**src/rtl/fifo_axis_pkg.sv**
```systemverilog
// Shared types and sizing for the byte-FIFO to AXI-Stream packer.
package fifo_axis_pkg;

    typedef enum logic {
        ACC  = 1'b0,
        HOLD = 1'b1
    } state_t;

    localparam int BYTE_FLAG_W = 9;

    function automatic int lane_idx_w(input int n);
        return (n > 2) ? $clog2(n) : 1;
    endfunction

endpackage

```
**src/rtl/fifo_axis_outreg.sv**
```systemverilog
// AXI-Stream output register: loads a finished word, counts tlast handshakes; 1-cycle latency.
// Contents hold while tvalid && !tready; the packer only loads when the register is free or draining.
module fifo_axis_outreg #(
    parameter int DATA_BYTES = 8
) (
    input  logic                    clk,
    input  logic                    nReset,
    input  logic                    load,
    input  logic [DATA_BYTES*8-1:0] ld_data,
    input  logic [DATA_BYTES-1:0]   ld_keep,
    input  logic                    ld_last,
    output logic [DATA_BYTES*8-1:0] m_axis_tdata,
    output logic [DATA_BYTES-1:0]   m_axis_tkeep,
    output logic                    m_axis_tlast,
    output logic                    m_axis_tvalid,
    input  logic                    m_axis_tready,
    output logic [31:0]             pkt_count
);

    always_ff @(posedge clk or negedge nReset) begin
        if (!nReset) begin
            m_axis_tdata  <= '0;
            m_axis_tkeep  <= '0;
            m_axis_tlast  <= 1'b0;
            m_axis_tvalid <= 1'b0;
            pkt_count     <= '0;
        end else begin
            if (load) begin
                m_axis_tdata  <= ld_data;
                m_axis_tkeep  <= ld_keep;
                m_axis_tlast  <= ld_last;
                m_axis_tvalid <= 1'b1;
            end else if (m_axis_tvalid && m_axis_tready) begin
                m_axis_tvalid <= 1'b0;
            end
            if (m_axis_tvalid && m_axis_tready && m_axis_tlast)
                pkt_count <= pkt_count + 32'd1;
        end
    end

endmodule

```
**src/rtl/fifo_axis_packer.sv**
```systemverilog
// Packs show-ahead byte FIFO entries into DATA_BYTES-wide AXI-Stream beats; word-completing byte reaches outputs 2 cycles later.
// Stops popping while a full word waits for a stalled output register; 1 byte/cycle when tready keeps up.
module fifo_axis_packer
    import fifo_axis_pkg::*;
#(
    parameter int DATA_BYTES = 8
) (
    input  logic                    clk,
    input  logic                    nReset,
    input  logic                    fifo_empty_n,
    output logic                    fifo_read,
    input  logic [BYTE_FLAG_W-1:0]  fifo_dout,
    output logic [DATA_BYTES*8-1:0] m_axis_tdata,
    output logic [DATA_BYTES-1:0]   m_axis_tkeep,
    output logic                    m_axis_tlast,
    output logic                    m_axis_tvalid,
    input  logic                    m_axis_tready,
    output logic [31:0]             pkt_count
);

    localparam int LW = lane_idx_w(DATA_BYTES);

    state_t                  state;
    logic [LW-1:0]           lane_cnt;
    logic [DATA_BYTES*8-1:0] acc_data;
    logic [DATA_BYTES-1:0]   acc_keep;
    logic                    acc_last;
    logic                    xfer;

    assign xfer      = (state == HOLD) && (!m_axis_tvalid || m_axis_tready);
    assign fifo_read = nReset && fifo_empty_n && ((state == ACC) || xfer);

    // lane_cnt is already 0 in HOLD, so a byte popped alongside xfer lands in lane 0
    // while the later per-lane write overrides the accumulator clear.
    always_ff @(posedge clk or negedge nReset) begin
        if (!nReset) begin
            state    <= ACC;
            lane_cnt <= '0;
            acc_data <= '0;
            acc_keep <= '0;
            acc_last <= 1'b0;
        end else begin
            if (xfer) begin
                state    <= ACC;
                acc_data <= '0;
                acc_keep <= '0;
                acc_last <= 1'b0;
            end
            if (fifo_read) begin
                acc_data[8*int'(lane_cnt) +: 8] <= fifo_dout[7:0];
                acc_keep[lane_cnt]              <= 1'b1;
                acc_last                        <= fifo_dout[8];
                if (fifo_dout[8] || lane_cnt == LW'(DATA_BYTES-1)) begin
                    state    <= HOLD;
                    lane_cnt <= '0;
                end else begin
                    lane_cnt <= lane_cnt + LW'(1);
                end
            end
        end
    end

    fifo_axis_outreg #(.DATA_BYTES(DATA_BYTES)) u_outreg (
        .clk           (clk),
        .nReset        (nReset),
        .load          (xfer),
        .ld_data       (acc_data),
        .ld_keep       (acc_keep),
        .ld_last       (acc_last),
        .m_axis_tdata  (m_axis_tdata),
        .m_axis_tkeep  (m_axis_tkeep),
        .m_axis_tlast  (m_axis_tlast),
        .m_axis_tvalid (m_axis_tvalid),
        .m_axis_tready (m_axis_tready),
        .pkt_count     (pkt_count)
    );

endmodule

```
**config.mk**
```make
export PLATFORM = sky130hd
export DESIGN_NAME = fifo_axis_packer
export DESIGN_NICKNAME = d
export VERILOG_FILES = /design/src/rtl/fifo_axis_pkg.sv /design/src/rtl/fifo_axis_outreg.sv /design/src/rtl/fifo_axis_packer.sv
export SDC_FILE = /design/constraint.sdc
export NUM_CORES = 1
export LEC_CHECK = 0
export CAP_MARGIN = 20
export CORE_MARGIN = 4
export CORE_UTILIZATION = 55
export DETAILED_ROUTE_END_ITERATION = 6
export PLACE_DENSITY = 0.82
export SETUP_SLACK_MARGIN = 0.3
export SYNTH_ARGS = -nofsm -noshare
export SYNTH_HDL_FRONTEND = slang
export SYNTH_SLANG_ARGS = --single-unit
```
**constraint.sdc**
```tcl
create_clock -name clk -period 5 [get_ports clk]
set_clock_uncertainty 0.2 [all_clocks]
set_input_delay 1 -clock clk [delete_from_list [all_inputs] [get_ports clk]]
set_output_delay 1 -clock clk [all_outputs]
set_load 0.03 [all_outputs]
```
# == Word level (Yosys, flattened, before mapping) ==
# Index checks and enable logic that the tools add are counted.
# word_totals
reg_bits,183
word_cells,47
# classes
addsub,3
magnitude_cmp,2
n_eq_ne,1
n_shift,2
n_mux,15
bitwise,2
reduce_logical,12
# ops
operator,n
$mux W64,2
$bwmux W64,1
$shift A8 B33 Y64 const A,1
$shiftx A8 B33 Y64,1
$neg A6 Y33,1
$add A32 B1 Y32 const B,1
$mux W8,2
$mux W1,8
$or A8 B8 Y8,1
$logic_and A1 B1 Y1,6
$lt A3 B4 Y1 const B,1
$reduce_bool A2 Y1,2
$add A3 B1 Y3 const B,1
$demux W1 S3,1
$eq A3 B3 Y1 const B,1
$ge A3 B1 Y1 const B,1
$logic_or A1 B1 Y1,3
$mux W3,1
$logic_not A1 Y1,1
$not A1 Y1,1

# == Logic depth before layout (Yosys ltp) ==
# depth
depth_word,6
depth_mapped,9
depth_no_buf,7

# == Cells and area by module ==
# From an unflattened synthesis, not the netlist that was laid out.
# unflattened
cells_unflattened,639
area_unflattened_um2,7571.0
# modules_own_cells
module,n_inst,cells_per_inst,area_per_inst_um2
fifo_axis_outreg,1,290,4204.0
fifo_axis_packer,1,349,3367.0

# == Worst setup path before layout ==
# Ideal clock, no wire load.
# synth_timing
path_type,in2out
from,in nReset
to,out fifo_read
t_arrival_ns,1.916
path_slack_ns,1.884
stages,4
n_path_buf,1
path_cell_list,and2_0 -> nand2_1 -> inv_1 -> clkbuf_1
# synth_between
elab_chain_cells,2
# synth_lines
element,line,source
"start, declared",fifo_axis_packer.sv:9,"input logic nReset,"
$logic_and A1 B1 Y1 (2 in a row),fifo_axis_packer.sv:31,assign fifo_read = nReset && fifo_empty_n && ((state == ACC) || xfer);
"end, declared",fifo_axis_packer.sv:11,"output logic fifo_read,"
# No other way between the ends.

# == Worst setup path after layout ==
# layout_timing
from,in fifo_empty_n
to,out fifo_read
# layout_between
elab_chain_cells,2
# layout_lines
element,line,source
"start, declared",fifo_axis_packer.sv:10,"input logic fifo_empty_n,"
$logic_and A1 B1 Y1 (2 in a row),fifo_axis_packer.sv:31,
# No other way between the ends.

==> flow_summary_export.csv <==
group,metric,value,unit
status,status,"finished, final reports clean",
synthesis,synth_warnings,0,
setup_path,crit_arrival,2.75,ns
timing,hold_violations,0,
synthesis,synthesis.nets,642,
grt,grt.total_usage,0.217,
setup_path,worstSetupStartpoint,"fifo_empty_n",
synthesis,synth_area_leaders,"dfrtp_1 (61%), mux2_2 (11%), nand2_1 (4.8%), mux2i_1 (3.2%), o21ai_0 (2.9%)",
grt,grt_overflow,0,
setup_path,start_kind,"input pin",
setup_path,reg2regPathDepth,7,
cts,clock_latency,0.42,ns
cells_and_area,fin_nets,754,
timing,slew-limit-headroom,0.332,
power,p_switching,1.03,mW
floorplanning,die-area,15600,um2
cts,cts.sinks,183,
cells_and_area,mostFrequentLayoutCell,"dfrtp_1",
drt,avgRoutedWirePerCell,17.9,um
cts,cts_tree,"built",
power,internal_power,2.62,mW
synthesis,synth_top_area_cell,"dfrtp_1",
timing,slew_viol_final,0,
placed_design,dp_hpwl,11300,um
timing,rsz0062_at_grt,"no",
power,seq_power_share,0.467,
synthesis,synth-seq-cells,183,
cts,clk_pin_slew,0.06,ns
synthesis,yosys.area.top_type_share,0.610,
synthesis,ys_types,34,
cells_and_area,postLayoutCellArea,9430,um2
placed_design,place.gp.congestion,0.844,
drt,ant_nets,0,
cts,cts_root_buf,"clkbuf_16",
placed_design,port_buffers,119,
cells_and_area,final-seq-area,4580,um2
power,power.leakage,4.35,nW
floorplanning,ios,120,
cells_and_area,nFillCells,900,
cells_and_area,layout_common_cells,"dfrtp_1 (183), clkdlybuf4s50_1 (118), nand2_1 (95), mux2_2 (73), o21ai_0 (44)",
drt,drc,0,
setup_path,reg2reg_slack,1.75,ns
setup_path,critPathCapture,"fifo_read",
floorplanning,die_width,125,um
power,pwr-share-comb,0.170,
drt,drtIter0Drc,481,
synthesis,synth_area,7510,um2
cts,clock_path_buffers,2,
timing,tns,0,ns
synthesis,postSynthAreaPerCell,12.1,um2
power,cellPowerDensity,387,nW/um2
grt,first_global_vias,5214,
power,clockPowerShare,0.363,
cts,htreeDepth,4,
grt,grt_pass1_wl,27200,um
cells_and_area,areaGrowthSynthToFinish,25.6,%
power,ir_worst_vdd,269,uV
floorplanning,core,13300,um2
cts,cts_hold_buf,0,
synthesis,synthCells,621,
setup_path,r2r_end,"acc_data[8]",
floorplanning,num_rows,42,
placed_design,place_area,8840,um2
drt,first_pass_iters,5,
drt,num_vias,5183,
timing,clock.fmax,253,MHz
cells_and_area,multi_input_area,2770,um2
timing,min_period,3.95,ns
cts,cts_buffers,17,
setup_path,cp_max_fo,6,
cells_and_area,final_layout_size_suffix_gt1_frac,0.162,
min_path,hp-class,"in -> async",
floorplanning,die_y,125,um
setup_path,r2r_start,"lane_cnt[0]",
cells_and_area,insertedDiodeCount,0,
flow_run,drv_cap,0,
cts,post_cts_resized,0,
setup_path,path_class,"in -> out",
power,p_sw_frac,0.283,
drt,vias_per_cell,5.62,
setup_path,cp-end-kind,"primary output",
timing,period_share,0.790,
timing,setup_viol,0,
timing,worstMarginPinSlew,1.00,ns
grt,grt_antenna_before_repair,0,
setup_path,required,3.80,ns
drt,routed_wl,16500,um
cts,cts_setup_buffers,0,
grt,grt_max_degree,84,
floorplanning,start_util,0.565,
synthesis,ys_seq_area_frac,0.610,
Yosys cell counts (all sizes together):
library cell / number
a32o: 3
or3: 1
and4: 7
nor4: 3
nor2b: 1
nor3: 14
nand4: 13
inv: 9
nor3b: 2
nand3: 41
o21ai: 44
nor2: 17
o31a: 1
ha: 8
or2: 1
or4: 2
dfrtp: 183
buf: 14
a22o: 4
nand2b: 2
clkbuf: 17
mux2: 73
xnor2: 12
o41ai: 1
and2: 1
and3: 7
nand2: 96
nand3b: 1
mux2i: 24
xor2: 19
stage by stage:
| stage | instances | setup slack (ns) | util | power [mW] | hold WS, ns |
|---|---|---|---|---|---|
| 2_1_floorplan | 621 | 1.88 | - | 2.07 | 0.239 |
| 3_5_place_dp | 890 | 1.06 | 0.665 | 2.35 | 0.259 |
| 5_1_grt | 922 | 0.928 | 0.709 | 3.80 | 0.241 |
| 4_1_cts | 922 | 1.05 | 0.709 | 3.68 | 0.235 |
| 3_3_place_gp | 890 | 1.07 | 0.665 | 2.33 | 0.258 |
| 6_report | 922 | 1.05 | 0.709 | 3.65 | 0.236 |
layout make-up:
class / count / share of cell area
Tap cell: 176 / 0.0233
Timing Repair Buffer: 124 / 0.132
Multi-Input combinational cell: 398 / 0.294
Clock inverter: 13 / 0.0154
Inverter: 9 / 0.00358
Sequential cell: 183 / 0.485
Clock buffer: 19 / 0.0470
critical path, stage by stage:
cell	delay, ns
clkdlybuf4s50_1	0.48
and2_0	0.29
nand2_1	0.18
inv_1	0.12
clkdlybuf4s50_1	0.68
per-layer routing:
metal	wire length, um	GRT usage	vias up
li1	-	-	2385
met4	382	0.0753	0
met2	8340	0.353	151
met1	6890	0.280	2620
met5	0	0	-
met3	921	0.0630	27
kinds of logic (layout without fill, tap and decap cells):
| kind of cell | after synthesis | count (layout) | synth area share |
|---|---|---|---|
| and+or+nand+nor | 209 | 209 | 0.136 |
| AOI/OAI and AO/OA | 53 | 53 | 0.0403 |
| xor gates and xnor gates | 31 | 31 | 0.0362 |
| DFF | 183 | 183 | 0.610 |
| buffers and inverters | 40 | 165 | 0.0223 |
| adders and majority gates | 8 | 8 | 0.0133 |
| muxes | 97 | 97 | 0.141 |
registers in the layout, summed over array words and instances (netlist names):
signal and count:
acc_data 64, u_outreg.m_axis_tlast 1, acc_keep 8, lane_cnt 3
u_outreg.pkt_count 32, u_outreg.m_axis_tkeep 8, acc_last 1, u_outreg.m_axis_tvalid 1
u_outreg.m_axis_tdata 64, state 1
power by group through the flow:
stage / registers, mW / clock network, mW / logic (mW)
floorplan: 1.85 / 0 / 0.220
global placement: 1.72 / 0 / 0.606
detailed placement: 1.73 / 0 / 0.622
CTS: 1.70 / 1.35 / 0.626
global route: 1.72 / 1.41 / 0.670
finish: 1.70 / 1.33 / 0.620
worst min-delay path by stage:
stage,start,endpoint,depth (start not counted),slack (ns)
6_report,nReset,u_outreg.m_axis_tdata[20],1,0.24
2_1_floorplan,acc_keep[2],acc_keep[2],2,0.24
5_1_grt,nReset,u_outreg.m_axis_tdata[22],1,0.24
4_1_cts,nReset,u_outreg.m_axis_tdata[54],1,0.23
3_5_place_dp,u_outreg.pkt_count[31],u_outreg.pkt_count[31],1,0.26
3_3_place_gp,u_outreg.pkt_count[31],u_outreg.pkt_count[31],1,0.26
Note: power is estimated with default switching activity, not from simulation.
